[src/rtl/eth_pcs_tx_gearbox.sv]
// 10GBASE-R PCS transmit gearbox: packs 2-bit sync header + 64-bit payload blocks,
// delivered as two 32-bit transfers, into a continuous 32-bit PMA word stream.
module eth_pcs_tx_gearbox #(
   parameter int W_DATA = 32,
   parameter int W_SYNC = 2
) (
   input  logic              i_clk,
   input  logic              i_reset,
   input  logic              i_valid,
   input  logic              i_hdr_valid,
   input  logic [W_SYNC-1:0] i_hdr,
   input  logic [W_DATA-1:0] i_data,
   output logic              o_ready,
   output logic              o_pma_valid,
   output logic [W_DATA-1:0] o_pma_data,
   output logic              o_align_err
);

   localparam int W_COMB = 2 * W_DATA;

   logic [5:0]        cnt;
   logic [5:0]        lvl;
   logic [W_DATA-1:0] res;
   logic              hdr_phase;
   logic              drain;
   logic              accept;
   logic [W_COMB-1:0] new_ext;
   logic [W_COMB-1:0] combined;

   always_comb begin
      hdr_phase = ~cnt[0];
      // Residue fill level is 2*ceil(cnt/2): round odd counts up by one.
      lvl       = cnt + {5'd0, cnt[0]};
      drain     = (cnt == 6'd32);
      o_ready   = ~drain;
      accept    = o_ready & i_valid;
      new_ext   = hdr_phase ? {{(W_COMB-W_DATA-W_SYNC){1'b0}}, i_data, i_hdr}
                            : {{(W_COMB-W_DATA){1'b0}}, i_data};
      // NOTE: res is cleared on drain and its bits above lvl are always zero,
      // so the residue merges with a plain OR and needs no mask.
      combined  = (new_ext << lvl) | {{(W_COMB-W_DATA){1'b0}}, res};
   end

   always_ff @(posedge i_clk) begin
      if (i_reset) begin
         cnt         <= '0;
         res         <= '0;
         o_pma_data  <= '0;
         o_pma_valid <= 1'b0;
         o_align_err <= 1'b0;
      end else if (drain) begin
         o_pma_data  <= res;
         o_pma_valid <= 1'b1;
         res         <= '0;
         cnt         <= '0;
         o_align_err <= 1'b0;
      end else if (accept) begin
         o_pma_data  <= combined[W_DATA-1:0];
         res         <= combined[W_COMB-1:W_DATA];
         o_pma_valid <= 1'b1;
         cnt         <= cnt + 6'd1;
         o_align_err <= (i_hdr_valid != hdr_phase);
      end else begin
         o_pma_valid <= 1'b0;
         o_align_err <= 1'b0;
      end
   end

endmodule

[config.mk]
export PLATFORM = sky130hd
export DESIGN_NAME = eth_pcs_tx_gearbox
export DESIGN_NICKNAME = d
export VERILOG_FILES = /design/src/rtl/eth_pcs_tx_gearbox.sv
export SDC_FILE = /design/constraint.sdc
export NUM_CORES = 1
export LEC_CHECK = 0
export CAP_MARGIN = 0
export CORE_ASPECT_RATIO = 0.9
export CORE_MARGIN = 2
export CORE_UTILIZATION = 34
export CTS_CLUSTER_DIAMETER = 150
export DETAILED_ROUTE_END_ITERATION = 10
export PLACE_DENSITY_LB_ADDON = 0.05
export SKIP_CTS_REPAIR_TIMING = 1
export SLEW_MARGIN = 20
export SYNTH_ARGS = -nofsm -noshare
export SYNTH_HDL_FRONTEND = slang
export SYNTH_SLANG_ARGS = --single-unit
export TNS_END_PERCENT = 30
[constraint.sdc]
create_clock -name i_clk -period 9.95 [get_ports i_clk]
set_clock_uncertainty 0.2 [all_clocks]
set_input_delay 0.995 -clock i_clk [delete_from_list [all_inputs] [get_ports i_clk]]
set_output_delay 0.995 -clock i_clk [all_outputs]
set_load 0.05 [all_outputs]
Word level (Yosys, flattened, before mapping) --
Cells that the tools add are included.
Word-level totals: bits in registers 72, input port bits 38, output and inout bits 35
Operators by class: add/subtract/negate cells 2, eq/ne operators 2, shift-type cells 1, muxes and demuxes 5, bitwise operators 5, reduce and logical (&&, ||, !) cells 3
Operators by type and width (count):
- $mux W32 | 2
- $or A64 B32 Y64 | 1
- $shl A34 B6 Y64 | 1
- $mux W34 | 1
- $add A6 B1 Y6 | 1
- $add A6 B1 Y6 const B | 1
- $eq A6 B6 Y1 const B | 1
- $not A1 Y1 | 3
- $reduce_or A3 Y1 | 1
- $mux W1 | 2
- $reduce_bool A2 Y1 | 1
- $reduce_or A2 Y1 | 1
- $and A1 B1 Y1 | 1
- $ne A1 B1 Y1 | 1

Logic depth before layout (Yosys ltp) --
Gate-level depths: netlist of run 1.
word-level depth 5, mapped depth 13, gate-level depth less buffers 8

Worst setup path after synthesis of run 1 --
No wires, ideal clock.
path kind reg2reg, start register cnt[0], end register o_pma_data[22], setup time 0.132 ns, arrival time 3.057 ns, path slack 6.561 ns, stages on the path, launching flop included 14, buffers on the path 5, cell sequence dfxtp_1 -> buf_2 -> clkinv_2 -> buf_4 -> buf_2 -> ha_1 -> buf_6 -> buf_6 -> mux2i_1 -> mux2i_1 -> mux4_2 -> a22o_1 -> a211oi_1 -> nor3_1
On the way: longest elaborated chain between the ends 5, elaborated cells on any way between the ends 10, classes of those cells add/sub (1); eq/ne (1); shift (1); mux (3); bitwise (3); reduce/logical (1)
RTL lines:
- start: declaration | RTL line 21 | logic [5:0] cnt;
- start signal: assignment | RTL line 61 | cnt <= cnt + 6'd1;
- $add A6 B1 Y6 | RTL line 33 | lvl = cnt + {5'd0, cnt[0]};
- via lvl[1] | RTL line 22 | logic [5:0] lvl;
- $shl A34 B6 Y64 | RTL line 41 | combined = (new_ext << lvl) | {{(W_COMB-W_DATA){1'b0}}, res};
- $or A64 B32 Y64 | RTL line 41
- $mux W32 | RTL line 57 | end else if (accept) begin
- $mux W32 | RTL line 51 | end else if (drain) begin
- end signal: assignment | RTL line 52 | o_pma_data <= res;
- end signal: assignment | RTL line 58 | o_pma_data <= combined[W_DATA-1:0];
- end: declaration | RTL line 15 | output logic [W_DATA-1:0] o_pma_data,
The timed path passes the listed nets, and every way through them passes these cells. The select of a mux whose other input is x is not followed. A chain may end at the register's enable or synchronous reset.

Worst setup path after layout of run 1 --
Same ends and word-level chain as after synthesis.

==> results of run 1 <==
-- power breakdown --
group,leakage (uW),total [uW],switching (uW),internal [uW]
clock,0.000145,335,134,201
combinational,0.00182,401,250,151
sequential,0.000594,323,13.2,310
-- final cells by class --
cell class	instances	share of cell area
clock inverter	5	0.008347
tap	207	0.03840
multi-input combinational	534	0.5787
sequential	72	0.2137
timing repair buffer	86	0.1224
clock buffer	11	0.03599
inverter	4	0.002411
-- state kept, by name (all words and copies together) (netlist names) --
signal / flops
o_pma_valid: 1
o_align_err: 1
res: 32
o_pma_data: 32
cnt: 6
-- worst max-delay path: stages, from the launching register on --
cell and delay, ns:
dfxtp_1 0.31, buf_4 0.30, clkinv_2 0.64, ha_2 1.33, mux2i_1 0.47, mux2i_1 0.27, mux4_2 0.55, a22o_1 0.28
a211oi_1 0.27, nor3_1 0.08
-- how the worst max path moves through the flow --
stage	startpoint	end	slack [ns]
after global placement	cnt[0]	o_pma_data[12]	5.18
after detailed placement	cnt[0]	o_pma_data[12]	5.17
after CTS	cnt[0]	o_pma_data[22]	5.15
after floorplan	cnt[0]	o_pma_data[22]	6.56
after global routing	cnt[0]	o_pma_data[30]	4.78
final	cnt[0]	o_pma_data[22]	5.09
-- cells by family (layout without fill, tap and decap cells) --
kind of cell / after synthesis / after routing
AO/OA/AOI/OAI: 194 / 194
adder cells (fa/ha/maj): 2 / 2
multiplexers: 123 / 123
XOR/XNOR: 13 / 13
AND/OR/NAND/NOR: 202 / 202
buffers and inverters: 64 / 106
flip-flops: 72 / 72
-- layer usage --
metal,part of all wire,vias up
li1,-,2607
met1,0.45,2803
met2,0.46,230
met3,0.067,35
met4,0.021,0
met5,0,-
-- placed cells by master (no fill, tap or decap), types with 4 or more instances in the layout --
cell type         n
nand3_1          24
o22ai_1           4
a221o_1           4
o221ai_1          4
nand4_1           4
clkdlybuf4s50_1  72
and2_1            5
nand2_1          50
nor3_1           27
mux2_2           18
buf_4            14
a211oi_1         21
xnor2_1           5
nor2b_1           6
a22o_1            4
mux2i_1          85
a31oi_1          19
o21ai_0          52
a21oi_1          37
a22oi_1           6
a221oi_1         10
dfxtp_1          72
clkbuf_16         9
and3_1           20
o211a_1           6
o32ai_1           4
nor2_1           60
mux4_2           17
-- per-stage QoR --
step	worst slack (ns)	instances	total power (uW)	hold slack [ns]
finish	5.086	919	1059	0.2753
global route	4.784	919	1107	0.3160
CTS	5.145	919	1064	0.2809
detailed placement	5.166	903	726.2	0.2675
global placement	5.181	903	726.4	0.2680
floorplan	6.561	670	597.7	0.2488
==> out/qor.csv, run 1 <==
stage,metric,value,unit
outcome,status,"finished, final reports clean",
drt,dr.first_iter.drc_count,620,
global_route,grt_use_met3,0.05856,
floorplanning,io_pins,73,
logic_synthesis,synthTopCellsByCount,"mux2i_1 (85), dfxtp_1 (72), nor2_1 (60)",
floorplanning,dieArea,0.01758,mm2
logic_synthesis,synth_compound_area_frac,0.2270,
drt,routed_wirelength,21.50,mm
global_route,gr-max-usage-layer,met2,
floorplanning,core,0.01619,mm2
global_route,grt_max_degree,49,
timing,period_needed,4.864,ns
drt,vias_per_cell,6.175,
place,portBuffers,72,
timing,finalSetupViolations,0,
timing,fmax,0.2056,GHz
global_route,grt_pass1_wl,33.66,mm
timing,drv_slew,0,
logic_synthesis,yosys_warnings,0,
clock_tree,htree_num_levels,3,
clock_tree,clk_path_buf_depth,2,
logic_synthesis,synth_top_area_frac,0.2563,
final_layout,utilization,0.4167,
logic_synthesis,syn_area_per_cell,8.392,um2
clock_tree,tritoncts,built,
drt,via_count,5675,
global_route,grt_pass1_vias,5465,
setup_path,required,9.97,ns
logic_synthesis,syn_area,0.005623,mm2
logic_synthesis,synth_cells,670,
clock_tree,numClockSinks,72,
final_layout,area_growth,19.96,%
logic_synthesis,syn_nets,710,
final_layout,fin_area,0.006745,mm2
floorplanning,start_util,0.3474,
timing,rsz0062_at_grt,false,
place,dpl.hpwl,15.62,mm
drt,drc,0,
timing,hold_viol_final,0,
logic_synthesis,synth_fa_ha_area_frac,0.004450,
setup_path,cp-end-kind,flip-flop,
global_route,antenna_found_initial,0,
drt,dr.pass1.iters,5,
floorplanning,fp.dieH,126,um
power,p_leak,0.002564,uW
logic_synthesis,synth_top_cell_by_area,dfxtp_1,
global_route,use_met1,0.3402,
setup_path,rr_endpoint,o_pma_data[22],
final_layout,multiInputGateArea,0.003904,mm2
setup_path,regToRegSetupSlack,5.09,ns
setup_path,ff2ff_path_depth,9,
logic_synthesis,synthSimpleGateAreaFrac,0.1653,
global_route,grt_overflow_total,0,
worst_hold_path,min_to,o_pma_data[26],
final_layout,fillers,1687,
worst_hold_path,whs_path_depth,2,
setup_path,path_class,flip-flop to flip-flop,
setup_path,worstReg2RegStart,cnt[0],
job,cap_violations,0,
final_layout,fin_nets,747,
power,powerDensity,157.0,mW/mm2
worst_hold_path,hold_class,flip-flop to flip-flop,
floorplanning,chipWidth,139.6,um
logic_synthesis,synth_async_sr_flop_share,0,
clock_tree,insertion_delay,0.35,ns
floorplanning,row_count,44,
logic_synthesis,ys_types,54,
setup_path,critical_path_arrival,4.89,ns
drt,routedWlPerCell,23.40,um
logic_synthesis,yosys.area_share.xor_xnor,0.02626,
logic_synthesis,synth_top_family_by_area,multiplexers,
logic_synthesis,ys_seq_elements,72,
logic_synthesis,yosysMostFrequentCell,mux2i_1,
global_route,met2_usage,0.3907,
setup_path,cp-start-kind,flip-flop,
drt,ant_nets,0,
timing,setup_tns,0,ns
final_layout,seqCellArea,0.001441,mm2
global_route,grt_usage,0.2482,
final_layout,drive_above_1_share,0.1138,
power,irDropWorstVdd,88.56,uV
logic_synthesis,yosysSeqAreaShare,0.2563,
worst_hold_path,min-delay-start,o_pma_data[26],
clock_tree,clkTransAtPathRegs,0.07,ns
logic_synthesis,synthTopCellsByArea,"dfxtp_1 (26%), mux2i_1 (15%), mux4_2 (6.8%)",
logic_synthesis,synthFlopType,dfxtp_1,
clock_tree,root_buffer,clkbuf_16,
timing,slew_headroom,0.2759,
place,place_congestion,0.9037,
setup_path,cp_max_fo,45,
final_layout,diodes,0,
place,place_area,0.006445,mm2
timing,fin_crit_sh,0.4888,
logic_synthesis,muxShareOfSynthArea,0.2628,
logic_synthesis,synth_edf_count,0,
timing,worstMarginPinSlew,1.086,ns
clock_tree,cts_buffers,9,
(Power assumes the default switching activity.)
==> inputs of run 2 (changes only) <==
clock period = 4 ns   (was 9.95 ns; I/O delays follow)
==> run 2 against run 1 <==
Against the previous run: count of clock-buffer cells in the layout decreased by 1; register-to-register slack worse by 4.6 ns; critical path type unchanged; utilization is 1.1 points higher; fmax increased by 38%; wire length increased by 3.2%.
==> out/qor.csv, run 2 (same netlist as run 1, synthesis figures left out) <==
stage,metric,value,unit
final_layout,layout_commonest_cell,mux2i_1,
clock_tree,htree_num_levels,3,
timing,period_needed,3.526,ns
power,p_leak,0.002677,uW
setup_path,cp_max_fo,28,
global_route,antenna_found_initial,0,
floorplanning,start_util,0.3474,
final_layout,diodes,0,
clock_tree,numClockSinks,72,
global_route,grt_pass1_wl,34.20,mm
global_route,grt_max_degree,35,
floorplanning,fp.dieH,126,um
floorplanning,core,0.01619,mm2
setup_path,cp-start-kind,flip-flop,
final_layout,fillers,1637,
setup_path,path_class,flip-flop to flip-flop,
power,irDropWorstVdd,210.1,uV
drt,routedWlPerCell,23.70,um
clock_tree,insertion_delay,0.35,ns
clock_tree,clk_path_buf_depth,2,
setup_path,cp-end-kind,flip-flop,
floorplanning,io_pins,73,
drt,dr.first_iter.drc_count,655,
timing,worstMarginPinSlew,0.9086,ns
drt,via_count,5668,
power,powerDensity,396.0,mW/mm2
drt,drc,0,
drt,routed_wirelength,22.18,mm
timing,finalSetupViolations,0,
drt,dr.pass1.iters,5,
setup_path,ff2ff_path_depth,9,
drt,ant_nets,0,
drt,vias_per_cell,6.056,
clock_tree,cts_buffers,9,
final_layout,top_regs,"o_pma_data: 32 flops, res: 32 flops, cnt: 6 flops",
place,place_congestion,0.9580,
timing,setup_tns,0,ns
final_layout,area_growth,23.23,%
clock_tree,root_buffer,clkbuf_16,
clock_tree,tritoncts,built,
timing,fmax,0.2836,GHz
final_layout,utilization,0.4281,
outcome,status,"finished, final reports clean",
final_layout,layout_common_cells,"mux2i_1 (85), dfxtp_1 (72), clkdlybuf4s50_1 (71), nor2_1 (60), o21ai_0 (52)",
floorplanning,chipWidth,139.6,um
global_route,grt_overflow_total,0,
global_route,grt_pass1_vias,5427,
place,portBuffers,72,
setup_path,critical_path_arrival,3.55,ns
worst_hold_path,whs_path_depth,2,
timing,slew_headroom,0.3937,
timing,drv_slew,0,
worst_hold_path,hold_class,flip-flop to flip-flop,
global_route,grt_usage,0.2549,
place,dpl.hpwl,16.64,mm
final_layout,drive_above_1_share,0.1372,
job,cap_violations,0,
timing,fin_crit_sh,0.8814,
final_layout,fin_nets,764,
clock_tree,clkTransAtPathRegs,0.07,ns
floorplanning,row_count,44,
timing,hold_viol_final,0,
timing,rsz0062_at_grt,false,
floorplanning,dieArea,0.01758,mm2
setup_path,required,4.03,ns
==> run 2: cell count changes in the layout (fill, tap and decap cells not counted) <==
cell	change
buf_12	+2
bufinv_16	+1
clkinv_2	-1
o31a_1	+1
o21ai_2	+1
o21ai_1	-1
o31a_2	-1
clkinv_4	+1
clkdlybuf4s50_1	-1
clkinvlp_4	-1
clkbuf_1	-1
inv_6	+1
buf_4	+16
==> run 2: worst max-delay path, stage by stage (launching register included) <==
cell and delay (ns):
dfxtp_1 0.52, inv_1 0.09, ha_2 0.49, buf_12 0.24, mux2i_1 0.37, mux2i_1 0.30, mux4_2 0.59, mux2_2 0.32
a211oi_2 0.21, nor3_1 0.07
==> run 2: path summary, 6_finish.rpt <==
| check | from | endpoint | slack (ns) |
|---|---|---|---|
| max | cnt[1] | o_pma_data[31] | 0.47 |
| min | o_pma_data[27] | o_pma_data[27] | 0.28 |
| max reg2reg | cnt[1] | o_pma_data[31] | 0.47 |
| min reg2reg | o_pma_data[27] | o_pma_data[27] | 0.28 |
==> run 2: report_power, final <==
| part | total (uW) | switching, uW | leakage, uW | internal (uW) |
|---|---|---|---|---|
| combinational | 1030 | 637 | 0.00192 | 392 |
| sequential | 802 | 30.9 | 0.000594 | 771 |
| clock | 914 | 347 | 0.000163 | 567 |
| total | 2740 | 1010 | 0.00268 | 1730 |
==> run 2: stage by stage <==
stage	total power [uW]	worst slack, ns	cell area [um2]	std cells	hold WS [ns]
after detailed placement	1832	0.5294	6595	920	0.2645
after global placement	1839	0.5181	6595	920	0.2622
after global routing	2855	0.2452	6929	936	0.3032
final	2744	0.4744	6929	936	0.2790
after floorplan	1487	0.6115	5623	670	0.2488
after CTS	2748	0.5143	6925	936	0.2784
==> run 2: layout make-up <==
cell class              count  area [um2]  area share
clock buffers              10       239.0     0.03449
clock inverters             6       91.34     0.01318
inverters                   4       16.27    0.002347
multi-input cells         534        3906      0.5637
flip-flops and latches     72        1441      0.2080
well taps                 207       259.0     0.03738
repair buffers            103       975.9      0.1408
==> run 2: layer usage <==
layer	up-vias	wire (um)	global-route usage	share of wire
li1	2639	-	-	-
met1	2776	10320	0.3617	0.47
met2	223	9904	0.3916	0.45
met3	30	1446	0.05019	0.065
met4	0	509	0.08059	0.023
met5	-	0	0	0
